$ cat src/rtl/lsu_mem_ctrl.sv
// Load/store unit: turns RV32I loads/stores into aligned word accesses on a
// combinational-read data memory port, with RMW for sub-word stores.
module lsu_mem_ctrl #(
  parameter int unsigned MEM_BYTES = 64
) (
  input  logic        clk,
  input  logic        rst,
  input  logic        req_valid,
  output logic        req_ready,
  input  logic        req_we,
  input  logic [2:0]  req_funct3,
  input  logic [31:0] req_addr,
  input  logic [31:0] req_wdata,
  output logic        rsp_valid,
  output logic [31:0] rsp_rdata,
  output logic        rsp_err,
  output logic        mem_we,
  output logic [31:0] mem_addr,
  output logic [31:0] mem_wdata,
  input  logic [31:0] mem_rdata
);

  localparam int unsigned AW  = 32;
  localparam int unsigned DW  = 32;
  localparam int unsigned F3W = 3;

  localparam logic [AW-1:0]  LAST_WORD = AW'(MEM_BYTES - 4);
  localparam logic [F3W-1:0] F3_B  = 3'b000;
  localparam logic [F3W-1:0] F3_H  = 3'b001;
  localparam logic [F3W-1:0] F3_W  = 3'b010;
  localparam logic [F3W-1:0] F3_BU = 3'b100;
  localparam logic [F3W-1:0] F3_HU = 3'b101;

  typedef enum logic [1:0] {
    S_IDLE,
    S_ACCESS,
    S_WRITE,
    S_RESP
  } state_t;

  state_t r_state, w_state_nxt;

  logic           r_we;
  logic [F3W-1:0] r_funct3;
  logic [1:0]     r_lane;

  logic           r_req_ready, w_req_ready_nxt;
  logic           r_rsp_valid, w_rsp_valid_nxt;
  logic [DW-1:0]  r_rsp_rdata, w_rsp_rdata_nxt;
  logic           r_rsp_err,   w_rsp_err_nxt;
  logic           r_mem_we,    w_mem_we_nxt;
  logic [AW-1:0]  r_mem_addr,  w_mem_addr_nxt;
  logic [DW-1:0]  r_mem_wdata, w_mem_wdata_nxt;

  logic           w_accept;
  logic [AW-1:0]  w_aligned;
  logic           w_illegal;
  logic           w_misalign;
  logic           w_oor;
  logic           w_err;
  logic [7:0]     w_byte;
  logic [15:0]    w_half;
  logic [DW-1:0]  w_load_data;
  logic [DW-1:0]  w_merged;

  assign w_accept  = req_valid & r_req_ready;
  assign w_aligned = {req_addr[AW-1:2], 2'b00};

  // Request legality, evaluated on the raw request at accept time
  always_comb begin
    w_illegal = 1'b0;
    if (req_we) begin
      w_illegal = !(req_funct3 inside {F3_B, F3_H, F3_W});
    end else begin
      w_illegal = !(req_funct3 inside {F3_B, F3_H, F3_W, F3_BU, F3_HU});
    end
  end

  assign w_misalign = (((req_funct3 == F3_H) || (req_funct3 == F3_HU)) && req_addr[0])
                    || ((req_funct3 == F3_W) && (req_addr[1:0] != 2'b00));
  assign w_oor      = (w_aligned > LAST_WORD);
  assign w_err      = w_illegal | w_misalign | w_oor;

  // Lane select and extension of the word read during ACCESS
  always_comb begin
    w_byte      = 8'h00;
    w_half      = 16'h0000;
    w_load_data = mem_rdata;
    case (r_lane)
      2'd0:    w_byte = mem_rdata[7:0];
      2'd1:    w_byte = mem_rdata[15:8];
      2'd2:    w_byte = mem_rdata[23:16];
      default: w_byte = mem_rdata[31:24];
    endcase
    w_half = r_lane[1] ? mem_rdata[31:16] : mem_rdata[15:0];
    case (r_funct3)
      F3_B:    w_load_data = {{24{w_byte[7]}}, w_byte};
      F3_BU:   w_load_data = {24'h000000, w_byte};
      F3_H:    w_load_data = {{16{w_half[15]}}, w_half};
      F3_HU:   w_load_data = {16'h0000, w_half};
      default: w_load_data = mem_rdata;
    endcase
  end

  // Sub-word store merge; r_mem_wdata still holds the raw store data here
  always_comb begin
    w_merged = mem_rdata;
    if (r_funct3 == F3_B) begin
      case (r_lane)
        2'd0:    w_merged[7:0]   = r_mem_wdata[7:0];
        2'd1:    w_merged[15:8]  = r_mem_wdata[7:0];
        2'd2:    w_merged[23:16] = r_mem_wdata[7:0];
        default: w_merged[31:24] = r_mem_wdata[7:0];
      endcase
    end else if (r_lane[1]) begin
      w_merged[31:16] = r_mem_wdata[15:0];
    end else begin
      w_merged[15:0] = r_mem_wdata[15:0];
    end
  end

  // Next-state and next-output logic
  always_comb begin
    w_state_nxt     = r_state;
    w_rsp_rdata_nxt = r_rsp_rdata;
    w_rsp_err_nxt   = r_rsp_err;
    w_mem_we_nxt    = 1'b0;
    w_mem_addr_nxt  = r_mem_addr;
    w_mem_wdata_nxt = r_mem_wdata;
    case (r_state)
      S_IDLE: begin
        if (w_accept) begin
          w_mem_addr_nxt  = w_aligned;
          w_mem_wdata_nxt = req_wdata;
          if (w_err) begin
            w_state_nxt     = S_RESP;
            w_rsp_err_nxt   = 1'b1;
            w_rsp_rdata_nxt = '0;
          end else begin
            w_state_nxt  = S_ACCESS;
            w_mem_we_nxt = req_we && (req_funct3 == F3_W);
          end
        end
      end
      S_ACCESS: begin
        w_rsp_err_nxt = 1'b0;
        if (!r_we) begin
          w_state_nxt     = S_RESP;
          w_rsp_rdata_nxt = w_load_data;
        end else if (r_funct3 == F3_W) begin
          w_state_nxt     = S_RESP;
          w_rsp_rdata_nxt = '0;
        end else begin
          w_state_nxt     = S_WRITE;
          w_mem_wdata_nxt = w_merged;
          w_mem_we_nxt    = 1'b1;
        end
      end
      S_WRITE: begin
        w_state_nxt     = S_RESP;
        w_rsp_rdata_nxt = '0;
        w_rsp_err_nxt   = 1'b0;
      end
      default: begin
        w_state_nxt = S_IDLE;
      end
    endcase
    w_req_ready_nxt = (w_state_nxt == S_IDLE);
    w_rsp_valid_nxt = (w_state_nxt == S_RESP);
  end

  always_ff @(posedge clk or posedge rst) begin
    if (rst) begin
      r_state     <= S_IDLE;
      r_req_ready <= 1'b1;
      r_rsp_valid <= 1'b0;
      r_rsp_rdata <= '0;
      r_rsp_err   <= 1'b0;
      r_mem_we    <= 1'b0;
      r_mem_addr  <= '0;
      r_mem_wdata <= '0;
    end else begin
      r_state     <= w_state_nxt;
      r_req_ready <= w_req_ready_nxt;
      r_rsp_valid <= w_rsp_valid_nxt;
      r_rsp_rdata <= w_rsp_rdata_nxt;
      r_rsp_err   <= w_rsp_err_nxt;
      r_mem_we    <= w_mem_we_nxt;
      r_mem_addr  <= w_mem_addr_nxt;
      r_mem_wdata <= w_mem_wdata_nxt;
    end
  end

  // Request attributes held for the ACCESS/WRITE phases
  always_ff @(posedge clk or posedge rst) begin
    if (rst) begin
      r_we     <= 1'b0;
      r_funct3 <= '0;
      r_lane   <= '0;
    end else if (w_accept) begin
      r_we     <= req_we;
      r_funct3 <= req_funct3;
      r_lane   <= req_addr[1:0];
    end
  end

  assign req_ready = r_req_ready;
  assign rsp_valid = r_rsp_valid;
  assign rsp_rdata = r_rsp_rdata;
  assign rsp_err   = r_rsp_err;
  assign mem_we    = r_mem_we;
  assign mem_addr  = r_mem_addr;
  assign mem_wdata = r_mem_wdata;

endmodule

$ cat config.mk
export PLATFORM = sky130hd
export DESIGN_NAME = lsu_mem_ctrl
export DESIGN_NICKNAME = d
export VERILOG_FILES = /design/src/rtl/lsu_mem_ctrl.sv
export SDC_FILE = /design/constraint.sdc
export NUM_CORES = 1
export LEC_CHECK = 0
export BUFFER_PORTS_ARGS = -buffer_cell sky130_fd_sc_hd__buf_2
export CAP_MARGIN = 20
export CORE_MARGIN = 4
export CORE_UTILIZATION = 50
export DETAILED_ROUTE_END_ITERATION = 8
export PLACE_DENSITY = 0.77
export SYNTH_ARGS = -nofsm -noshare
export SYNTH_HDL_FRONTEND = slang
export SYNTH_SLANG_ARGS = --single-unit
$ cat constraint.sdc
create_clock -name clk -period 5.3 [get_ports clk]
set_clock_uncertainty 0.05 [all_clocks]
set_input_delay 1.06 -clock clk [delete_from_list [all_inputs] [get_ports clk]]
set_output_delay 1.06 -clock clk [all_outputs]
set_load 0.005 [all_outputs]
# Word-level counts from Yosys, hierarchy flattened
# Index checks and enable logic that the tools add are counted.
dict set report totals {
  reg_bits 106
  out_inout_bits 100
}
dict set report classes {
  magnitude_cmp 1
  n_eq_ne 20
  n_mux 33
  bitwise 3
  n_reduce_logical 26
}
# op count
set ops {}
lappend ops {{32-bit 2-to-1 mux} 8}
lappend ops {{32-bit one-hot mux with 4 select lines} 1}
lappend ops {{32-bit one-hot mux with 3 select lines} 1}
lappend ops {{32-bit one-hot mux with 2 select lines} 1}
lappend ops {{16-bit 2-to-1 mux} 3}
lappend ops {{32-bit by 6-bit greater-than comparator with 1-bit output (second input constant)} 1}
lappend ops {{8-bit 2-to-1 mux} 4}
lappend ops {{8-bit one-hot mux with 3 select lines} 1}
lappend ops {{3-bit equality test (second input constant)} 4}
lappend ops {{1-bit 2-to-1 mux} 9}
lappend ops {{3-bit inequality test (second input constant)} 3}
lappend ops {{2-bit inequality test (second input constant)} 4}
lappend ops {{4-bit AND reduction} 2}
lappend ops {{2-bit equality test (second input constant)} 3}
lappend ops {{3-bit by 1-bit equality test with 1-bit output (second input constant)} 2}
lappend ops {{3-bit by 2-bit equality test with 1-bit output (second input constant)} 2}
lappend ops {{2-bit logical NOT} 3}
lappend ops {{3-bit logical NOT} 2}
lappend ops {{2-bit one-hot mux with 3 select lines} 1}
lappend ops {{6-bit AND reduction} 1}
lappend ops {{2-bit nonzero test} 3}
lappend ops {{3-bit nonzero test} 2}
lappend ops {{5-bit AND reduction} 1}
lappend ops {{5-bit nonzero test} 1}
lappend ops {{12 further kinds} 20}

# Depth between registers and ports, before layout
# Gate-level depths: netlist of run 1.
dict set report depth {
  depth_word 10
  mapped_depth 10
  ltp_nobuf 7
}

# Worst setup path before layout of run 1
# No wires, ideal clock.
dict set report synth_path {
  path_kind {input to register}
  from {input req_funct3[0]}
  to {register r_rsp_rdata[24], in the netlist rsp_rdata[24]}
  setup_time_ns 0.125
  t_arrival_ns 2.416
  path_slack_ns 2.709
  path_stages 6
  n_path_buf 1
  path_cell_list {nand2b_1 o311ai_2 o31ai_4 a21oi_4 buf_6 mux2_2}
}
dict set report synth_via {
  elab_chain_cells 8
}
# item line
set synth_lines {}
lappend synth_lines {{from (decl)} 11} ;# input logic [2:0] req_funct3,
lappend synth_lines {{3-bit by 1-bit equality test with 1-bit output (tied with other cells)} {73, 75, 79}}
lappend synth_lines {{5-bit nonzero test (tied with other cells)} 75} ;# w_illegal = !(req_funct3 inside {F3_B, F3_H, F3_W, F3_BU, F3_HU});
lappend synth_lines {{1-bit logical NOT (tied with other cells)} 75}
lappend synth_lines {{1-bit 2-to-1 mux / 1-bit logical OR (equally long branches)} {72, 80}}
lappend synth_lines {{1-bit bitwise OR * (2 in series)} 82} ;# assign w_err = w_illegal | w_misalign | w_oor;
lappend synth_lines {{2-bit inequality test (no line) *} --}
lappend synth_lines {{4-bit AND reduction (no line) *} --}
lappend synth_lines {{to (signal assigned)} 186} ;# r_rsp_rdata <= w_rsp_rdata_nxt;
lappend synth_lines {{to (decl)} 49} ;# logic [DW-1:0] r_rsp_rdata, w_rsp_rdata_nxt;
# Every way passes the cells marked *; elsewhere a longest branch is shown, timed or not.
# A chain may end at the register's enable or synchronous reset.

# Worst setup path after layout of run 1
dict set report layout_path {
  from {register r_funct3[1]}
  to {register r_mem_wdata[8], in the netlist mem_wdata[8]}
}
dict set report layout_via {
  elab_chain_cells 5
}
# item line
set layout_lines {}
lappend layout_lines {{from (decl)} 44} ;# logic [F3W-1:0] r_funct3;
lappend layout_lines {{from (signal assigned)} 202} ;# r_funct3 <= req_funct3;
lappend layout_lines {{3-bit logical NOT} 108} ;# if (r_funct3 == F3_B) begin
lappend layout_lines {{32-bit 2-to-1 mux} 108}
lappend layout_lines {{32-bit 2-to-1 mux} 150} ;# end else if (r_funct3 == F3_W) begin
lappend layout_lines {{32-bit 2-to-1 mux} 147} ;# if (!r_we) begin
lappend layout_lines {{32-bit one-hot mux with 2 select lines} 130} ;# case (r_state)
lappend layout_lines {{to (signal assigned)} 190} ;# r_mem_wdata <= w_mem_wdata_nxt;
lappend layout_lines {{to (decl)} 53} ;# logic [DW-1:0] r_mem_wdata, w_mem_wdata_nxt;
# Several ways; a longest one is shown, not always the timed one. The select of a mux whose other input is x is not followed.

==> results.md, run 1 <==
Synth:
- The average footprint of a synthesized cell is 9.97 sq um.
- The number of warning messages in the yosys log is 0.
- The fraction of registers with async set/reset is 100%.
- For this run, the leading register cell type out of synthesis is sky130_fd_sc_hd__dfrtp_1.
- Counting flops and latches in the post-synthesis netlist gives 106.
- The netlist uses 50 different library cells.
- The post-synth design cell area is 0.00563 sq mm.
- The sequential share of the synthesized area is 47.1%.
- In the synthesized netlist, the number of instances is 565.
- The number of enable-type register cells in the synthesized netlist is 0.

Detailed routing:
- The detail route stage leaves a number of antenna-violating nets equal to 0.
- The detailed-router iteration count before antenna repair is 5.
- Dividing the detail-routed via count by the number of cells gives 5.77.
- After detailed routing, the average wire length per cell comes to 19.1 um.
- After detailed routing, the total wire length is 17,000 um.
- In the routed design, unresolved DRC markers number 0.
- The iteration-0 DRC count of the detailed router is 364.
- The routed layout has 5,136 vias.

Timing:
- Setup total negative slack on the finished layout was measured at 0 ns.
- The share of the clock period used by the worst path is 70.1%.
- The count of pins over their slew limit is 0.
- Setup violations remaining at the end of the flow were counted as 0.
- The worst max-slew margin expressed relative to the limit is 37.8%.
- The clock period could shrink to 3.72 ns.
- The worst path meets setup with 1.58 ns of slack.
- Setup repair after global routing left no endpoint under its margin.
- The actual transition at the worst max-transition pin is 0.933 ns.
- The tightest hold path in the finished design has a slack of 0.420 ns.
- The fmax is 269 MHz.
- The final hold violation count is 0.

GRT:
- The overall global routing resource usage is 25.7%.
- The number of global-route vias before repair is 5,088.
- The number of antenna violations at the first check in global routing came to 1.
- The wire length of the first global-routing pass is 26,200 um.
- Entering global routing, the biggest net connects 72 pins.
- After global routing the overflow that remains totals 0.

Clock tree:
- The number of clock sinks seen by CTS is 106.
- The clock-pin slew reported for the worst setup and hold paths after clock tree synthesis is 0.07 ns.
- The count of hold-fix buffers inserted at cts is 0.
- The tree is rooted in a sky130_fd_sc_hd__clkbuf_16.
- The H-tree was split into 3 levels.
- The insertion delay to the later sink of the worst-skew pair is 0.34 ns.
- The clock tree from TritonCTS is done.
- The total CTS buffers is 9.
- The maximum clock path buffer count is 2.
- Post-CTS timing repair inserted 0 buffers for setup.
- Post-CTS repair changed the size of 0 cells.

Cells and area:
- The share of post-route cells with drive strength above 1 is 38.8%.
- Fill cells in the final layout number 933.
- Cells fill 63.8% of the core in the end.
- The final net count is 852.
- The post-route cell area is 0.00697 sq mm.
- After the flow finishes, the layout carries non-filler instances totaling 890.
- The synthesis-to-layout area growth is 23.7%.
- The repair_antennas step left the layout with diodes totalling 0.

Place:
- OpenSTA, run right after detailed placement, puts the worst setup slack at 1.57 ns.
- The weighted congestion at the end of routability-driven global placement is 0.897.
- The cell total after placement is 873.
- The placed standard-cell area is 0.00666 sq mm.
- Port buffering added 200 buffers.
- The half-perimeter wire length of the detailed placement result is 12,900 um.

Floorplanning:
- The core region is 0.0109 sq mm.
- The floorplan step set the die width to 114 um.
- The die boundary height is 114 um.
- The effective utilization at floorplan is 51.5%.
- The die footprint is 0.0130 sq mm.
- The number of standard-cell rows in the floorplan is 38.
- The number of top-level pins is 203.

Setup path:
- Along the worst path, the maximum fanout reaches 33.
- The worst setup path is launched from a register.
- STA classifies the critical path endpoint as a register.
- The critical path is of the register to register type.
- In this run the critical register-to-register path is launched from r_funct3[1].
- Setup slack on the worst reg-to-reg path comes out at 1.58 ns.
- The number of cells on the worst reg-to-reg path is 5.
- The required time of the critical path is 5.48 ns.
- The arrival time at the worst endpoint is 3.90 ns.
- The endpoint identified for the worst register-to-register timing path is mem_wdata[8].

Hold path:
- The worst hold path passes through 2 cells.
- The startpoint identified for the worst hold timing path is mem_addr[28].
- The path type of the worst min-delay path is register to register.
- The path with the worst hold slack has its endpoint at mem_addr[28].

Power and ir drop:
- The reported leakage power is 3.65 nW.
- Dividing total power by cell area gives a power density of 606 mW/mm^2.
- The worst-case IR drop observed on VDD is 0.310 mV.
- The total power is 4.23 mW.

Run status:
- The flow ran to the end, and the final reports show no timing, DRC or antenna violations.

Flow run:
- Across the run, the number of max-cap violations was 0.
## metal layers
layer	vias up	track usage, %	wire length [um]
met2	281	42.7	8150
met1	2459	33.4	6760
met4	2	9.34	456
met3	40	5.34	1630
met5	-	0	7
li1	2354	-	-
## power breakdown
part	switching, mW	total [mW]	internal [mW]
sequential	0.295	1.47	1.18
combinational	1.12	2.09	0.970
clock	0.302	0.670	0.368
## worst max-delay path, cell delays in order (launching register included)
cell and delay, ns:
sky130_fd_sc_hd__dfrtp_1 0.93, sky130_fd_sc_hd__inv_1 0.42, sky130_fd_sc_hd__o31ai_1 0.51, sky130_fd_sc_hd__a21bo_1 0.79
sky130_fd_sc_hd__a31o_1 0.54, sky130_fd_sc_hd__mux2_4 0.35
## cells by family (layout without fill, tap and decap cells)
kind of cell / after synthesis / after routing / share of synthesized area (%)
other cells: 1 / 2 / 0.0666
fa+ha+maj: 4 / 4 / 0.888
flops: 106 / 106 / 47.1
compound gates: 130 / 130 / 16.5
simple gates: 193 / 193 / 14.5
mux: 77 / 77 / 16.4
buf+inv: 54 / 238 / 4.57
## Yosys cell counts (9+ instances only)
library cell	number	area share, %
sky130_fd_sc_hd__nand2_1	134	8.9
sky130_fd_sc_hd__dfrtp_1	105	47
sky130_fd_sc_hd__mux2_2	37	7.4
sky130_fd_sc_hd__a21oi_1	35	3.1
sky130_fd_sc_hd__nor2_1	28	1.9
sky130_fd_sc_hd__clkbuf_1	20	1.3
sky130_fd_sc_hd__mux2i_1	19	3.4
sky130_fd_sc_hd__mux2_4	18	4.8
sky130_fd_sc_hd__inv_1	17	1.1
sky130_fd_sc_hd__o21ai_0	16	1.4
sky130_fd_sc_hd__a221oi_1	14	2.2
sky130_fd_sc_hd__a211oi_1	11	1.5
sky130_fd_sc_hd__o31ai_1	9	1.2
## worst max-delay path by stage
stage / startpoint / endpoint / slack (ns)
after floorplan: rst / mem_addr[10] / 1.40
after global placement: req_valid / mem_wdata[9] / 1.70
after detailed placement: req_valid / mem_wdata[8] / 1.57
after CTS: r_funct3[1] / mem_wdata[8] / 1.65
after global routing: r_funct3[1] / mem_wdata[13] / 1.37
final: r_funct3[1] / mem_wdata[8] / 1.58
## placed cells by master, fill, tap and decap left out, types with 4 or more instances in the layout
cell type / netlist / routed
sky130_fd_sc_hd__a211oi_1: 11 / 11
sky130_fd_sc_hd__a21o_1: 8 / 8
sky130_fd_sc_hd__a21oi_1: 35 / 35
sky130_fd_sc_hd__a221oi_1: 14 / 14
sky130_fd_sc_hd__a22o_1: 8 / 8
sky130_fd_sc_hd__buf_2: 8 / 200
sky130_fd_sc_hd__buf_4: 4 / 4
sky130_fd_sc_hd__clkbuf_16: 0 / 9
sky130_fd_sc_hd__dfrtp_1: 105 / 105
sky130_fd_sc_hd__inv_1: 17 / 16
sky130_fd_sc_hd__mux2_2: 37 / 37
sky130_fd_sc_hd__mux2_4: 18 / 18
sky130_fd_sc_hd__mux2i_1: 19 / 19
sky130_fd_sc_hd__nand2_1: 134 / 134
sky130_fd_sc_hd__nand2b_1: 5 / 5
sky130_fd_sc_hd__nand3_1: 4 / 4
sky130_fd_sc_hd__nor2_1: 28 / 28
sky130_fd_sc_hd__nor3_1: 4 / 4
sky130_fd_sc_hd__nor4_1: 7 / 7
sky130_fd_sc_hd__o21ai_0: 16 / 16
sky130_fd_sc_hd__o221ai_1: 7 / 7
sky130_fd_sc_hd__o22ai_1: 8 / 8
sky130_fd_sc_hd__o31ai_1: 9 / 9
## cell type report
| cell class | instances | area [sq um] | area share [%] |
|---|---|---|---|
| multi-input combinational | 406 | 2730 | 39.1 |
| sequential | 106 | 2650 | 38.1 |
| timing repair buffer | 205 | 1050 | 15.1 |
| clock buffer | 10 | 229 | 3.28 |
| tap | 140 | 175 | 2.51 |
| clock inverter | 6 | 67.6 | 0.969 |
| inverter | 17 | 66.3 | 0.951 |
## flip-flops by register name, indices dropped and copies added (netlist names), 2 cells and up
name       cells
mem_wdata     32
rsp_rdata     32
mem_addr      30
r_funct3       3
r_lane         2
r_state        2
No activity file was read; power rests on OpenSTA's default activity.
==> run 2, diff against run 1 <==
--- a/config.mk
+++ b/config.mk
@@ -8,9 +8,9 @@
 export BUFFER_PORTS_ARGS = -buffer_cell sky130_fd_sc_hd__buf_2
 export CAP_MARGIN = 20
 export CORE_MARGIN = 4
-export CORE_UTILIZATION = 50
+export CORE_UTILIZATION = 45
 export DETAILED_ROUTE_END_ITERATION = 8
-export PLACE_DENSITY = 0.77
+export PLACE_DENSITY = 0.73
 export SYNTH_ARGS = -nofsm -noshare
 export SYNTH_HDL_FRONTEND = slang
 export SYNTH_SLANG_ARGS = --single-unit
==> constraint.sdc (replaced) <==
create_clock -name clk -period 3 [get_ports clk]
set_clock_uncertainty 0.05 [all_clocks]
set_input_delay 0.6 -clock clk [delete_from_list [all_inputs] [get_ports clk]]
set_output_delay 0.6 -clock clk [all_outputs]
set_load 0.005 [all_outputs]
==> run 2 against run 1 <==
Non-clock buffer count increased by 11. Sequential share of layout area shrank 0.71 points. Combinational power up 82%. Power up 77%. Die area grew 10%. Global-route usage shrank 1.4 points. First-iteration DRC count is 1.9% higher. Register-to-register slack got worse by 1.1 ns.
==> results.md, run 2 (same netlist as run 1, synthesis figures left out) <==
Place:
- The half-perimeter wire length of the detailed placement result is 13,100 um (was 12,900 um).
- The worst-case setup slack after placement was 0.0522 ns (was 1.57 ns).
- The placed standard-cell area is 0.00679 sq mm (was 0.00666 sq mm).
- The weighted congestion at the end of routability-driven global placement came to 0.913 (was 0.897).
- The count of buffers from port buffering is 200 (unchanged).

Timing:
- The worst max-slew margin expressed relative to the limit is 54.3% (was 37.8%).
- The fmax is 398 MHz (was 269 MHz).
- The count of pins over their slew limit came to 0 (unchanged).
- The minimum clock period after layout is 2.51 ns (was 3.72 ns).
- The actual transition at the worst max-transition pin came to 0.681 ns (was 0.933 ns).
- The final setup violation count was 0 (unchanged).
- The share of the clock period used by the worst path is 83.7% (was 70.1%).
- RSZ-0062 raised after global routing: false (unchanged).
- The post-route setup TNS came to 0 ns (unchanged).
- The final hold violation count was 0 (unchanged).
- The least setup slack across all paths after layout is 0.490 ns (was 1.58 ns).

Setup path:
- The number of cells on the worst reg-to-reg path was 5 (unchanged).
- The start of the worst register-to-register path is r_funct3[0] (was r_funct3[1]).
- The largest stage delay on the critical path is 0.71 ns (was 0.93 ns).
- The critical path capture point type is a register (unchanged).
- Cell-by-cell trace of the critical path: inv_1 -> nand3_1 -> o21ai_1 -> a221oi_1 -> o31ai_1 (was inv_1 -> o31ai_1 -> a21bo_1 -> a31o_1 -> mux2_4).
- The required time of the critical path came to 3.20 ns (was 5.48 ns).
- The register-to-register setup slack was 0.49 ns (was 1.58 ns).
- The reg-to-reg endpoint is mem_wdata[27] (was mem_wdata[8]).
- The maximum fanout along the worst path is 13 (was 33).
- The launching element of the worst setup path is r_funct3[0] (was r_funct3[1]).
- The dominant delay contributor by cell family on the critical path is compound AO/OA/AOI/OAI gates (unchanged).
- The arrival time at the worst endpoint is 2.71 ns (was 3.90 ns).
- The buffers plus inverters on the worst setup path is 1 (unchanged).
- The capture point of the worst path is mem_wdata[27] (was mem_wdata[8]).
- The cell at the slowest stage of the critical path is sky130_fd_sc_hd__o21ai_1 (was sky130_fd_sc_hd__dfrtp_1).
- The number of logic stages on the critical path including buffering is 5 (unchanged).
- The startpoint kind of the worst setup timing path is a register (unchanged).
- The path type of the worst setup path is register to register (unchanged).

Cells and area:
- The synthesis-to-layout area growth is 26.1% (was 23.7%).
- The share of post-route cells with drive strength above 1 is 39.7% (was 38.8%).
- The total of fill cells in the finished design is 1,062 (was 933).
- The final net count is 863 (was 852).
- The count of antenna diodes in the layout was 0 (unchanged).
- Highest-count cells in the layout ignoring fill and taps: sky130_fd_sc_hd__buf_2, sky130_fd_sc_hd__nand2_1, sky130_fd_sc_hd__dfrtp_1, sky130_fd_sc_hd__mux2_2, sky130_fd_sc_hd__a21oi_1 (unchanged).
- The leading cell type in the layout, fill and taps excluded is sky130_fd_sc_hd__buf_2 (unchanged).
- The post-route cell area was 0.00710 sq mm (was 0.00697 sq mm).
- The final core utilization is 58.7% (was 63.8%).

Detailed routing:
- The remaining design rule violation count was 0 (unchanged).
- The routed wire length came to 17,200 um (was 17,000 um).
- The per-cell routed wire length is 18.5 um (was 19.1 um).
- The detailed-router iteration count before antenna repair is 5 (unchanged).
- The number of vias in the routed layout came to 5,173 (was 5,136).
- The routed via count divided by cell count came to 5.57 (was 5.77).
- The number of routed nets with antenna violations was 0 (unchanged).
- The iteration-0 DRC count of the detailed router is 371 (was 364).

Floorplanning:
- The die footprint came to 0.0144 sq mm (was 0.0130 sq mm).
- The number of standard-cell rows in the floorplan is 40 (was 38).
- The number of top-level pins came to 203 (unchanged).
- The effective utilization at floorplan was 46.5% (was 51.5%).
- The standard cell core area came to 0.0121 sq mm (was 0.0109 sq mm).
- The die boundary height is 120 um (was 114 um).
- The die boundary width was 120 um (was 114 um).

Clock tree:
- The maximum clock path buffer count came to 2 (unchanged).
- The number of resized instances in the post-cts repair step is 0 (unchanged).
- The number of levels in the clock H-tree was 3 (unchanged).
- The cell at the root of the clock tree is sky130_fd_sc_hd__clkbuf_16 (unchanged).
- The count of hold-fix buffers inserted at cts came to 0 (unchanged).
- The insertion delay to the later sink of the worst-skew pair is 0.35 ns (was 0.34 ns).
- The clock tree from TritonCTS is done (unchanged).
- The clock-pin slew reported for the worst setup and hold paths after clock tree synthesis is 0.07 ns (about the same).
- The number of clock sinks seen by CTS came to 106 (unchanged).
- The total setup buffers inserted after CTS is 0 (unchanged).
- The total CTS buffers is 9 (unchanged).

GRT:
- The wire length of the first global-routing pass is 27,600 um (was 26,200 um).
- The number of global-route vias before repair was 5,129 (was 5,088).
- The overall global routing resource usage is 24.3% (was 25.7%).
- The largest net degree at the start of global routing is 53 (was 72).
- The global route total overflow is 0 (unchanged).
- The number of antenna violations at the first check in global routing is 1 (unchanged).

Power and ir drop:
- The worst ir drop on vdd is 0.472 mV (was 0.310 mV).
- The power density over cell area is 1050 mW/mm^2 (was 606 mW/mm^2).
- The reported leakage power was 3.70 nW (was 3.65 nW).

Flow run:
- The max-capacitance violation count came to 0 (unchanged).

Hold path:
- The path type of the worst min-delay path was primary input to async pin (was register to register).

Run status:
- Outcome: finished, final reports clean (unchanged).
## run 2: cell types whose count changed in the layout (fill, tap and decap cells not counted), sizes merged
cell,before,now
bufinv,1,0
inv,17,16
clkinvlp,2,3
buf,205,216
clkbuf,10,11
## run 2: per-stage QoR
| step | cells | power (mW) | hold WS (ns) |
|---|---|---|---|
| floorplan | 566 | 5.10 | 0.420 |
| global placement | 911 | 6.24 | 0.404 |
| detailed placement | 911 | 6.33 | 0.407 |
| CTS | 927 | 7.46 | 0.389 |
| global route | 929 | 8.03 | 0.0959 |
| finish | 929 | 7.47 | 0.104 |
## run 2: report_power, final
| part | switching, mW | leakage (nW) | internal [mW] |
|---|---|---|---|
| Combinational | 2.03 | 2.22 | 1.78 |
| Sequential | 0.475 | 1.35 | 2.08 |
| Clock | 0.520 | 0.131 | 0.582 |
| Total | 3.02 | 3.70 | 4.44 |
## run 2: worst min path at each step
stage,startpoint,to,cells after the start
floorplan,mem_addr[10],mem_addr[10],2
global placement,mem_wdata[30],mem_wdata[30],2
detailed placement,mem_addr[20],mem_addr[20],2
CTS,req_addr[5],mem_addr[5],3
global route,rst,mem_wdata[23],2
finish,rst,mem_wdata[23],2
## run 2: layer usage
metal	global-route usage (%)	share of wire (%)
met5	0	0.047
met4	11.9	4.0
met3	4.95	8.3
met2	38.6	46
met1	31.8	42
## run 2: layout make-up
class | instances | area [sq um] | area share, %
multi-input combinational | 406 | 2730 | 38.4
timing repair buffer | 216 | 1170 | 16.5
clock inverter | 5 | 30.0 | 0.423
sequential | 106 | 2650 | 37.4
clock buffer | 11 | 243 | 3.42
tap | 168 | 210 | 2.96
inverter | 17 | 67.6 | 0.951
## run 2: worst reg2reg max path: stages (launching register included)
cell	delay [ns]
sky130_fd_sc_hd__dfrtp_1	0.52
sky130_fd_sc_hd__inv_1	0.21
sky130_fd_sc_hd__nand3_1	0.41
sky130_fd_sc_hd__o21ai_1	0.71
sky130_fd_sc_hd__a221oi_1	0.25
sky130_fd_sc_hd__o31ai_1	0.27
